## src/rtl/mem_line_buffer_pkg.sv

```systemverilog
// Shared types for the single-line write-through buffer between the LC-3b
// word port and the 128-bit physical memory port.
package mem_line_buffer_pkg;

    localparam int WORD_W = 16;
    localparam int LINE_W = 128;

    typedef logic [LINE_W-1:0] lc3b_line;
    typedef logic [11:0]       lc3b_line_tag;
    typedef logic [2:0]        lc3b_line_offset;
    typedef logic [WORD_W-1:0] lc3b_word;
    typedef logic [1:0]        lc3b_mem_wmask;

    typedef enum logic [1:0] {
        LB_IDLE  = 2'd0,
        LB_FETCH = 2'd1,
        LB_WRITE = 2'd2,
        LB_RESP  = 2'd3
    } lb_state_e;

    // be[1] selects the high byte, be[0] the low byte.
    function automatic lc3b_word merge_bytes(lc3b_word old_word, lc3b_word wdata,
                                             lc3b_mem_wmask be);
        lc3b_word result;
        result       = old_word;
        if (be[0]) result[7:0]  = wdata[7:0];
        if (be[1]) result[15:8] = wdata[15:8];
        return result;
    endfunction

endpackage

```

## src/rtl/mem_line_buffer_if.sv

```systemverilog
// CPU word port and physical line port of the buffer, bundled together.
// Handshake: a request (mem_read/mem_write, pmem_read/pmem_write) is held with
// stable address/data until the matching one-cycle *_resp pulse completes it.
interface mem_line_buffer_if;
    import mem_line_buffer_pkg::*;

    logic          mem_read;
    logic          mem_write;
    lc3b_mem_wmask mem_byte_enable;
    logic [15:0]   mem_address;
    lc3b_word      mem_wdata;
    lc3b_word      mem_rdata;
    logic          mem_resp;

    logic          pmem_read;
    logic          pmem_write;
    logic [15:0]   pmem_address;
    lc3b_line      pmem_wdata;
    lc3b_line      pmem_rdata;
    logic          pmem_resp;

    modport slave (
        input  mem_read, mem_write, mem_byte_enable, mem_address, mem_wdata,
        output mem_rdata, mem_resp,
        output pmem_read, pmem_write, pmem_address, pmem_wdata,
        input  pmem_rdata, pmem_resp
    );

    modport master (
        output mem_read, mem_write, mem_byte_enable, mem_address, mem_wdata,
        input  mem_rdata, mem_resp,
        input  pmem_read, pmem_write, pmem_address, pmem_wdata,
        output pmem_rdata, pmem_resp
    );

endinterface

```

## src/rtl/mem_line_buffer_control.sv

```systemverilog
// Buffer FSM: decides hit/miss handling and owns both request/response handshakes.
module mem_line_buffer_control
    import mem_line_buffer_pkg::*;
(
    input  logic      clk_i,
    input  logic      reset_i,
    input  logic      mem_read_i,
    input  logic      mem_write_i,
    input  logic      hit_i,
    input  logic      pmem_resp_i,
    output lb_state_e state_o,
    output logic      mem_resp_o,
    output logic      pmem_read_o,
    output logic      pmem_write_o,
    output logic      load_line_o,
    output logic      merge_o,
    output logic      addr_fetch_o,
    output logic      addr_write_o,
    output logic      rdata_en_o
);

    lb_state_e state_q, state_d;

    always_ff @(posedge clk_i) begin
        if (reset_i) begin
            state_q <= LB_IDLE;
        end else begin
            state_q <= state_d;
        end
    end

    // A completed fetch returns to IDLE so the held request re-resolves as a hit.
    always_comb begin
        state_d = state_q;
        case (state_q)
            LB_IDLE: begin
                if (mem_write_i) begin
                    state_d = hit_i ? LB_WRITE : LB_FETCH;
                end else if (mem_read_i) begin
                    state_d = hit_i ? LB_RESP : LB_FETCH;
                end
            end
            LB_FETCH: if (pmem_resp_i) state_d = LB_IDLE;
            LB_WRITE: if (pmem_resp_i) state_d = LB_RESP;
            LB_RESP:  state_d = LB_IDLE;
            default:  state_d = LB_IDLE;
        endcase
    end

    always_comb begin
        mem_resp_o   = 1'b0;
        pmem_read_o  = 1'b0;
        pmem_write_o = 1'b0;
        load_line_o  = 1'b0;
        merge_o      = 1'b0;
        addr_fetch_o = 1'b0;
        addr_write_o = 1'b0;
        rdata_en_o   = 1'b0;
        case (state_q)
            LB_IDLE: merge_o = mem_write_i && hit_i;
            LB_FETCH: begin
                pmem_read_o  = 1'b1;
                addr_fetch_o = 1'b1;
                load_line_o  = pmem_resp_i;
            end
            LB_WRITE: begin
                pmem_write_o = 1'b1;
                addr_write_o = 1'b1;
            end
            LB_RESP: begin
                mem_resp_o = 1'b1;
                rdata_en_o = 1'b1;
            end
            default: ;
        endcase
    end

    assign state_o = state_q;

endmodule

```

## src/rtl/mem_line_buffer_datapath.sv

```systemverilog
// Line storage: valid/tag/line registers, hit compare, word select and byte merge.
module mem_line_buffer_datapath
    import mem_line_buffer_pkg::*;
#(
    parameter int OFFSET_BITS = 4
) (
    input  logic          clk_i,
    input  logic          reset_i,
    input  logic [15:0]   mem_address_i,
    input  lc3b_word      mem_wdata_i,
    input  lc3b_mem_wmask mem_byte_enable_i,
    input  lc3b_line      pmem_rdata_i,
    input  logic          load_line_i,
    input  logic          merge_i,
    input  logic          addr_fetch_i,
    input  logic          addr_write_i,
    input  logic          rdata_en_i,
    output logic          hit_o,
    output lc3b_word      mem_rdata_o,
    output logic [15:0]   pmem_address_o,
    output lc3b_line      pmem_wdata_o
);

    logic            valid_q, valid_d;
    lc3b_line_tag    tag_q, tag_d;
    lc3b_line        line_q, line_d;
    lc3b_line_tag    req_tag;
    lc3b_line_offset req_offset;
    lc3b_word        sel_word;
    logic            unused_addr_lsb;

    assign req_tag         = mem_address_i[15:OFFSET_BITS];
    assign req_offset      = mem_address_i[OFFSET_BITS-1:1];
    assign unused_addr_lsb = mem_address_i[0];

    assign hit_o    = valid_q && (tag_q == req_tag);
    assign sel_word = line_q[{req_offset, 4'b0000} +: WORD_W];

    always_comb begin
        valid_d = valid_q;
        tag_d   = tag_q;
        line_d  = line_q;
        if (load_line_i) begin
            valid_d = 1'b1;
            tag_d   = req_tag;
            line_d  = pmem_rdata_i;
        end else if (merge_i) begin
            line_d[{req_offset, 4'b0000} +: WORD_W] =
                merge_bytes(sel_word, mem_wdata_i, mem_byte_enable_i);
        end
    end

    // Tag and line are meaningless while valid is low, so only valid is reset.
    always_ff @(posedge clk_i) begin
        if (reset_i) begin
            valid_q <= 1'b0;
        end else begin
            valid_q <= valid_d;
        end
        tag_q  <= tag_d;
        line_q <= line_d;
    end

    always_comb begin
        pmem_address_o = '0;
        if (addr_fetch_i) begin
            pmem_address_o = {req_tag, {OFFSET_BITS{1'b0}}};
        end else if (addr_write_i) begin
            pmem_address_o = {tag_q, {OFFSET_BITS{1'b0}}};
        end
    end

    assign pmem_wdata_o = addr_write_i ? line_q : '0;
    assign mem_rdata_o  = rdata_en_i ? sel_word : '0;

endmodule

```

## src/rtl/mem_line_buffer.sv

```systemverilog
// Single-line write-through, write-allocate buffer between the LC-3b memory port
// and 128-bit physical memory. Only OFFSET_BITS = 4 (16-byte lines) is supported.
module mem_line_buffer
    import mem_line_buffer_pkg::*;
#(
    parameter int OFFSET_BITS = 4
) (
    input  logic               clk,
    input  logic               reset,
    mem_line_buffer_if.slave   bus,
    output lb_state_e          state_o
);

    logic hit;
    logic load_line;
    logic merge;
    logic addr_fetch;
    logic addr_write;
    logic rdata_en;

    mem_line_buffer_control u_control (
        .clk_i        (clk),
        .reset_i      (reset),
        .mem_read_i   (bus.mem_read),
        .mem_write_i  (bus.mem_write),
        .hit_i        (hit),
        .pmem_resp_i  (bus.pmem_resp),
        .state_o      (state_o),
        .mem_resp_o   (bus.mem_resp),
        .pmem_read_o  (bus.pmem_read),
        .pmem_write_o (bus.pmem_write),
        .load_line_o  (load_line),
        .merge_o      (merge),
        .addr_fetch_o (addr_fetch),
        .addr_write_o (addr_write),
        .rdata_en_o   (rdata_en)
    );

    mem_line_buffer_datapath #(
        .OFFSET_BITS (OFFSET_BITS)
    ) u_datapath (
        .clk_i             (clk),
        .reset_i           (reset),
        .mem_address_i     (bus.mem_address),
        .mem_wdata_i       (bus.mem_wdata),
        .mem_byte_enable_i (bus.mem_byte_enable),
        .pmem_rdata_i      (bus.pmem_rdata),
        .load_line_i       (load_line),
        .merge_i           (merge),
        .addr_fetch_i      (addr_fetch),
        .addr_write_i      (addr_write),
        .rdata_en_i        (rdata_en),
        .hit_o             (hit),
        .mem_rdata_o       (bus.mem_rdata),
        .pmem_address_o    (bus.pmem_address),
        .pmem_wdata_o      (bus.pmem_wdata)
    );

endmodule

```

## src/flat_wrapper.sv

```systemverilog
// flat-port wrapper written by rule: the top's interface ports become plain ports
module mem_line_buffer_flat import mem_line_buffer_pkg::*;
#(
    parameter int OFFSET_BITS = 4
)
  (clk, reset, state_o, bus_mem_read, bus_mem_write, bus_mem_byte_enable, bus_mem_address, bus_mem_wdata, bus_mem_rdata, bus_mem_resp, bus_pmem_read, bus_pmem_write, bus_pmem_address, bus_pmem_wdata, bus_pmem_rdata, bus_pmem_resp);
  mem_line_buffer_if bus_i ();
  input  logic clk;
  input  logic reset;
  output lb_state_e state_o;
  input wire logic [$bits(bus_i.mem_read)-1:0] bus_mem_read;
  input wire logic [$bits(bus_i.mem_write)-1:0] bus_mem_write;
  input wire logic [$bits(bus_i.mem_byte_enable)-1:0] bus_mem_byte_enable;
  input wire logic [$bits(bus_i.mem_address)-1:0] bus_mem_address;
  input wire logic [$bits(bus_i.mem_wdata)-1:0] bus_mem_wdata;
  output wire logic [$bits(bus_i.mem_rdata)-1:0] bus_mem_rdata;
  output wire logic [$bits(bus_i.mem_resp)-1:0] bus_mem_resp;
  output wire logic [$bits(bus_i.pmem_read)-1:0] bus_pmem_read;
  output wire logic [$bits(bus_i.pmem_write)-1:0] bus_pmem_write;
  output wire logic [$bits(bus_i.pmem_address)-1:0] bus_pmem_address;
  output wire logic [$bits(bus_i.pmem_wdata)-1:0] bus_pmem_wdata;
  input wire logic [$bits(bus_i.pmem_rdata)-1:0] bus_pmem_rdata;
  input wire logic [$bits(bus_i.pmem_resp)-1:0] bus_pmem_resp;
  assign bus_i.mem_read = bus_mem_read;
  assign bus_i.mem_write = bus_mem_write;
  assign bus_i.mem_byte_enable = bus_mem_byte_enable;
  assign bus_i.mem_address = bus_mem_address;
  assign bus_i.mem_wdata = bus_mem_wdata;
  assign bus_mem_rdata = bus_i.mem_rdata;
  assign bus_mem_resp = bus_i.mem_resp;
  assign bus_pmem_read = bus_i.pmem_read;
  assign bus_pmem_write = bus_i.pmem_write;
  assign bus_pmem_address = bus_i.pmem_address;
  assign bus_pmem_wdata = bus_i.pmem_wdata;
  assign bus_i.pmem_rdata = bus_pmem_rdata;
  assign bus_i.pmem_resp = bus_pmem_resp;
  mem_line_buffer #(.OFFSET_BITS(OFFSET_BITS)) u_core (.clk(clk), .reset(reset), .bus(bus_i), .state_o(state_o));
endmodule
```

## config.mk

```make
export PLATFORM = sky130hd
export DESIGN_NAME = mem_line_buffer_flat
export DESIGN_NICKNAME = d
export VERILOG_FILES = /design/src/rtl/mem_line_buffer_pkg.sv /design/src/rtl/mem_line_buffer_if.sv /design/src/rtl/mem_line_buffer_control.sv /design/src/rtl/mem_line_buffer_datapath.sv /design/src/rtl/mem_line_buffer.sv /design/src/flat_wrapper.sv
export SDC_FILE = /design/constraint.sdc
export NUM_CORES = 1
export LEC_CHECK = 0
export ABC_AREA = 1
export ABC_CLOCK_PERIOD_IN_PS = 3800
export BUFFER_PORTS_ARGS = -buffer_cell sky130_fd_sc_hd__buf_2
export CORE_MARGIN = 3
export CORE_UTILIZATION = 55
export DETAILED_ROUTE_END_ITERATION = 8
export GPL_TIMING_DRIVEN = 0
export PLACE_DENSITY = 0.95
export SLEW_MARGIN = 40
export SYNTH_ARGS = -nofsm -noshare
export SYNTH_HDL_FRONTEND = slang
export SYNTH_SLANG_ARGS = --single-unit
```

## constraint.sdc

```tcl
create_clock -name clk -period 3.8 [get_ports clk]
set_input_delay 0.19 -clock clk [delete_from_list [all_inputs] [get_ports clk]]
set_output_delay 0.19 -clock clk [all_outputs]
set_load 0.02 [all_outputs]
```

==> flow_summary.yaml <==
run_status:
  outcome: "completed"
grt:
  grt_pass1_vias: 10800
  grtUsageMet3_pct: 10.9
  grt_antenna_before_repair: 4
  busiest_layer: "met2"
  grt_pass1_wl_um: 60100
  grt_max_degree: 22
  grt-ovfl-total: 0
  grtUsageMet2_pct: 64.2
  grt_util_all_layers_pct: 40.7
  use_met1_pct: 50.9
layout:
  fin_cells: 1931
  design_area_um2: 12300
  nNetsFinal: 1863
  area_growth_pct: 27.8
  fillers: 1319
  drive_gt1_share_pct: 27.8
  fin_util_pct: 72.9
sta:
  finClkSkew_ns: 0.0109
  period_minus_slack_ns: 2.66
  relSlewSlack_pct: 44.0
  fin_crit_sh_pct: 70.0
  rsz0062_at_grt: "no"
  holdWs_ns: 0.0181
  worst_slew_pin_slew_ns: 0.839
  worst_slack_ns: 1.14
  timing.fmax_mhz: 376
  report.final.setup_viol: 0
  slew_viol_final: 0
  tns_ns: 0
  hold_viol_final: 0
setup_path:
  crit_arrival_ns: 2.47
  cp_data_required_time_ns: 3.61
  critical_path.cell_chain: "inv_2, nor2_1, clkinv_1, clkbuf_1, clkbuf_1, nor2_1, buf_2"
  critPathSlowestCell: "dfxtp_1"
  critPathTopFamily: "buffers and inverters"
  crit_type: "flop to output pin"
  startpoint_type: "flop"
  crit_path_end_kind: "output pin"
  crit_buf_inv: 5
  slowest_delay_ns: 0.39
  cp_max_fo: 10
drt:
  drtIter0Drc: 1884
  vias: 11300
  wl_per_cell_um: 21.1
  dr.pass1.iters: 8
  viasPerCell: 5.88
  drtAntennaViolNets: 0
  drcViolationCount: 0
  drt_wl_total_um: 40700
synthesis:
  syn_area_um2: 9620
  ys.warnings.count: 0
  synth-seq-cells: 143
  yosysSeqAreaShare_pct: 44.3
  yosysUniqueCellTypes: 28
  postSynthCellCount: 1335
  syn_area_per_cell_um2: 7.21
die:
  start_util_pct: 57.0
  ios: 332
  core_um2: 16900
  fp.dieArea_um2: 19100
  die_h_um: 138
  core.rowCount: 47
  die_x_um: 138
clock_tree:
  clkTransAtPathRegs_ns: 0.07
  cts_buffer_depth: 2
  post_cts_buffers: 0
  htreeDepth: 4
  ctsHoldBuffers: 13
  cts-root-buf: "clkbuf_16"
  clk_latency_ns: 0.44
  tritoncts: "built"
  post_cts_resized: 0
  cts_buffers: 17
  cts_sinks: 143
power_and_ir_drop:
  p_total_mw: 4.47
  pwr-share-comb_pct: 18.2
  clock_power_share_pct: 40.3
  vdd_drop_max_uv: 339
  p_switching_mw: 1.29
  power.internal_mw: 3.19
  seqPwrFrac_pct: 41.5
  power_density_nw_per_um2: 364
  swShare_pct: 28.8
  power_leakage_nw: 6.85
flow_run:
  maxCapViolCount: 0
placed_design:
  gp_congestion: 0.975
  io_buffers: 324
  dp_cells: 1882
  place_area_um2: 11500
  dp_hpwl_um: 30500
  pre_cts_ws_ns: 0.833
hold_path:
  hp-class: "input pin to flop"
[cell usage after synthesis (all sizes together)]
| cell | number | area (um^2) |
|---|---|---|
| a31oi | 9 | 56.3 |
| edfxtp | 140 | 4200 |
| nand4 | 9 | 56.3 |
| ha | 2 | 25.0 |
| dfxtp | 3 | 60.1 |
| nand2 | 488 | 1870 |
| clkinv | 2 | 7.51 |
| conb | 1 | 3.75 |
| nor2 | 161 | 639 |
| buf | 74 | 418 |
| nand3b | 9 | 180 |
| o22ai | 12 | 75.1 |
| or2 | 17 | 106 |
| nor3 | 8 | 130 |
| nand3 | 216 | 1090 |
| a21oi | 5 | 25.0 |
| clkbuf | 9 | 33.8 |
| inv | 170 | 641 |
[placed cells by master (no fill, tap or decap), drive strengths merged]
cell type    Yosys  routed
ha               2       2
nand3b           9       9
nand2          488     488
nand3          216     216
buf             74     398
o22ai           12      12
dfxtp            3       3
a31oi            9       9
inv            170     171
dlygate4sd3      0      13
nor2           161     161
bufinv           0       4
or2             17      17
a21oi            5       5
nor3             8       8
clkinv           2       9
diode            0       4
clkinvlp         0       2
clkbuf           9      27
conb             1       4
edfxtp         140     140
nand4            9       9
[kinds of logic (layout without fill, tap and decap cells)]
group	after synthesis	count (layout)	share of synthesized area [%]
flip-flops	143	143	44.3
AO/OA/AOI/OAI	26	26	1.62
AND/OR/NAND/NOR	908	908	42.3
other	1	8	0.0390
buffers and inverters	255	624	11.4
adder cells (fa/ha/maj)	2	2	0.260
[registers in the layout, indices dropped and copies added, names as in the netlist]
name	count
u_core.u_datapath.valid_q	1
u_core.u_datapath.line_q	128
u_core.u_control.state_o	2
u_core.u_datapath.tag_q	12
[layout make-up]
class	instances	area [um^2]	area share, %
flip-flops and latches	143	4260	34.7
clock inverters	14	191	1.56
plain buffers	83	452	3.67
multi-input cells	940	4280	34.8
inverters	172	648	5.27
diodes	4	10.0	0.0814
clock buffers	18	429	3.49
well taps	220	275	2.24
repair buffers	337	1750	14.2
[worst paths after layout]
path | cells after the start | slack, ns | from | endpoint
worst max-delay path | 7 | 1.14 | u_core.u_control.state_o[1]$_SDFFE_PP0P_ | bus_pmem_wdata[104]
worst min-delay path | 3 | 0.02 | bus_pmem_rdata[27] | u_core.u_datapath.line_q[27]$_DFFE_PP_
worst max register to register | 7 | 1.34 | u_core.u_datapath.tag_q[3]$_DFFE_PP_ | u_core.u_datapath.line_q[10]$_DFFE_PP_
worst min register to register | 2 | 0.50 | u_core.u_datapath.valid_q$_SDFFE_PP0P_ | u_core.u_datapath.valid_q$_SDFFE_PP0P_
[power by group through the flow]
stage | sequential (mW) | clock (mW) | combinational, mW
final | 1.86 | 1.80 | 0.813
after global routing | 1.86 | 1.84 | 0.861
after CTS | 1.86 | 1.77 | 0.778
after detailed placement | 1.89 | 0 | 0.760
after global placement | 1.89 | 0 | 0.741
after floorplan | 1.88 | 0 | 0.469
[per-layer routing]
layer,wire [um],vias up
met5,0,-
met4,2470,0
met3,6420,197
met2,18300,1167
met1,13400,5030
li1,-,4952
[worst register-to-register path, cell delays in order, from the launching register on]
cell and delay (ns):
edfxtp_1 0.40, nand2_1 0.11, nand2_1 0.07, nor2_1 0.10, nand2_1 0.06, nor2_1 0.52, nand4_1 0.16, nand2_1 0.66
No activity file was read; power rests on OpenSTA's default activity.
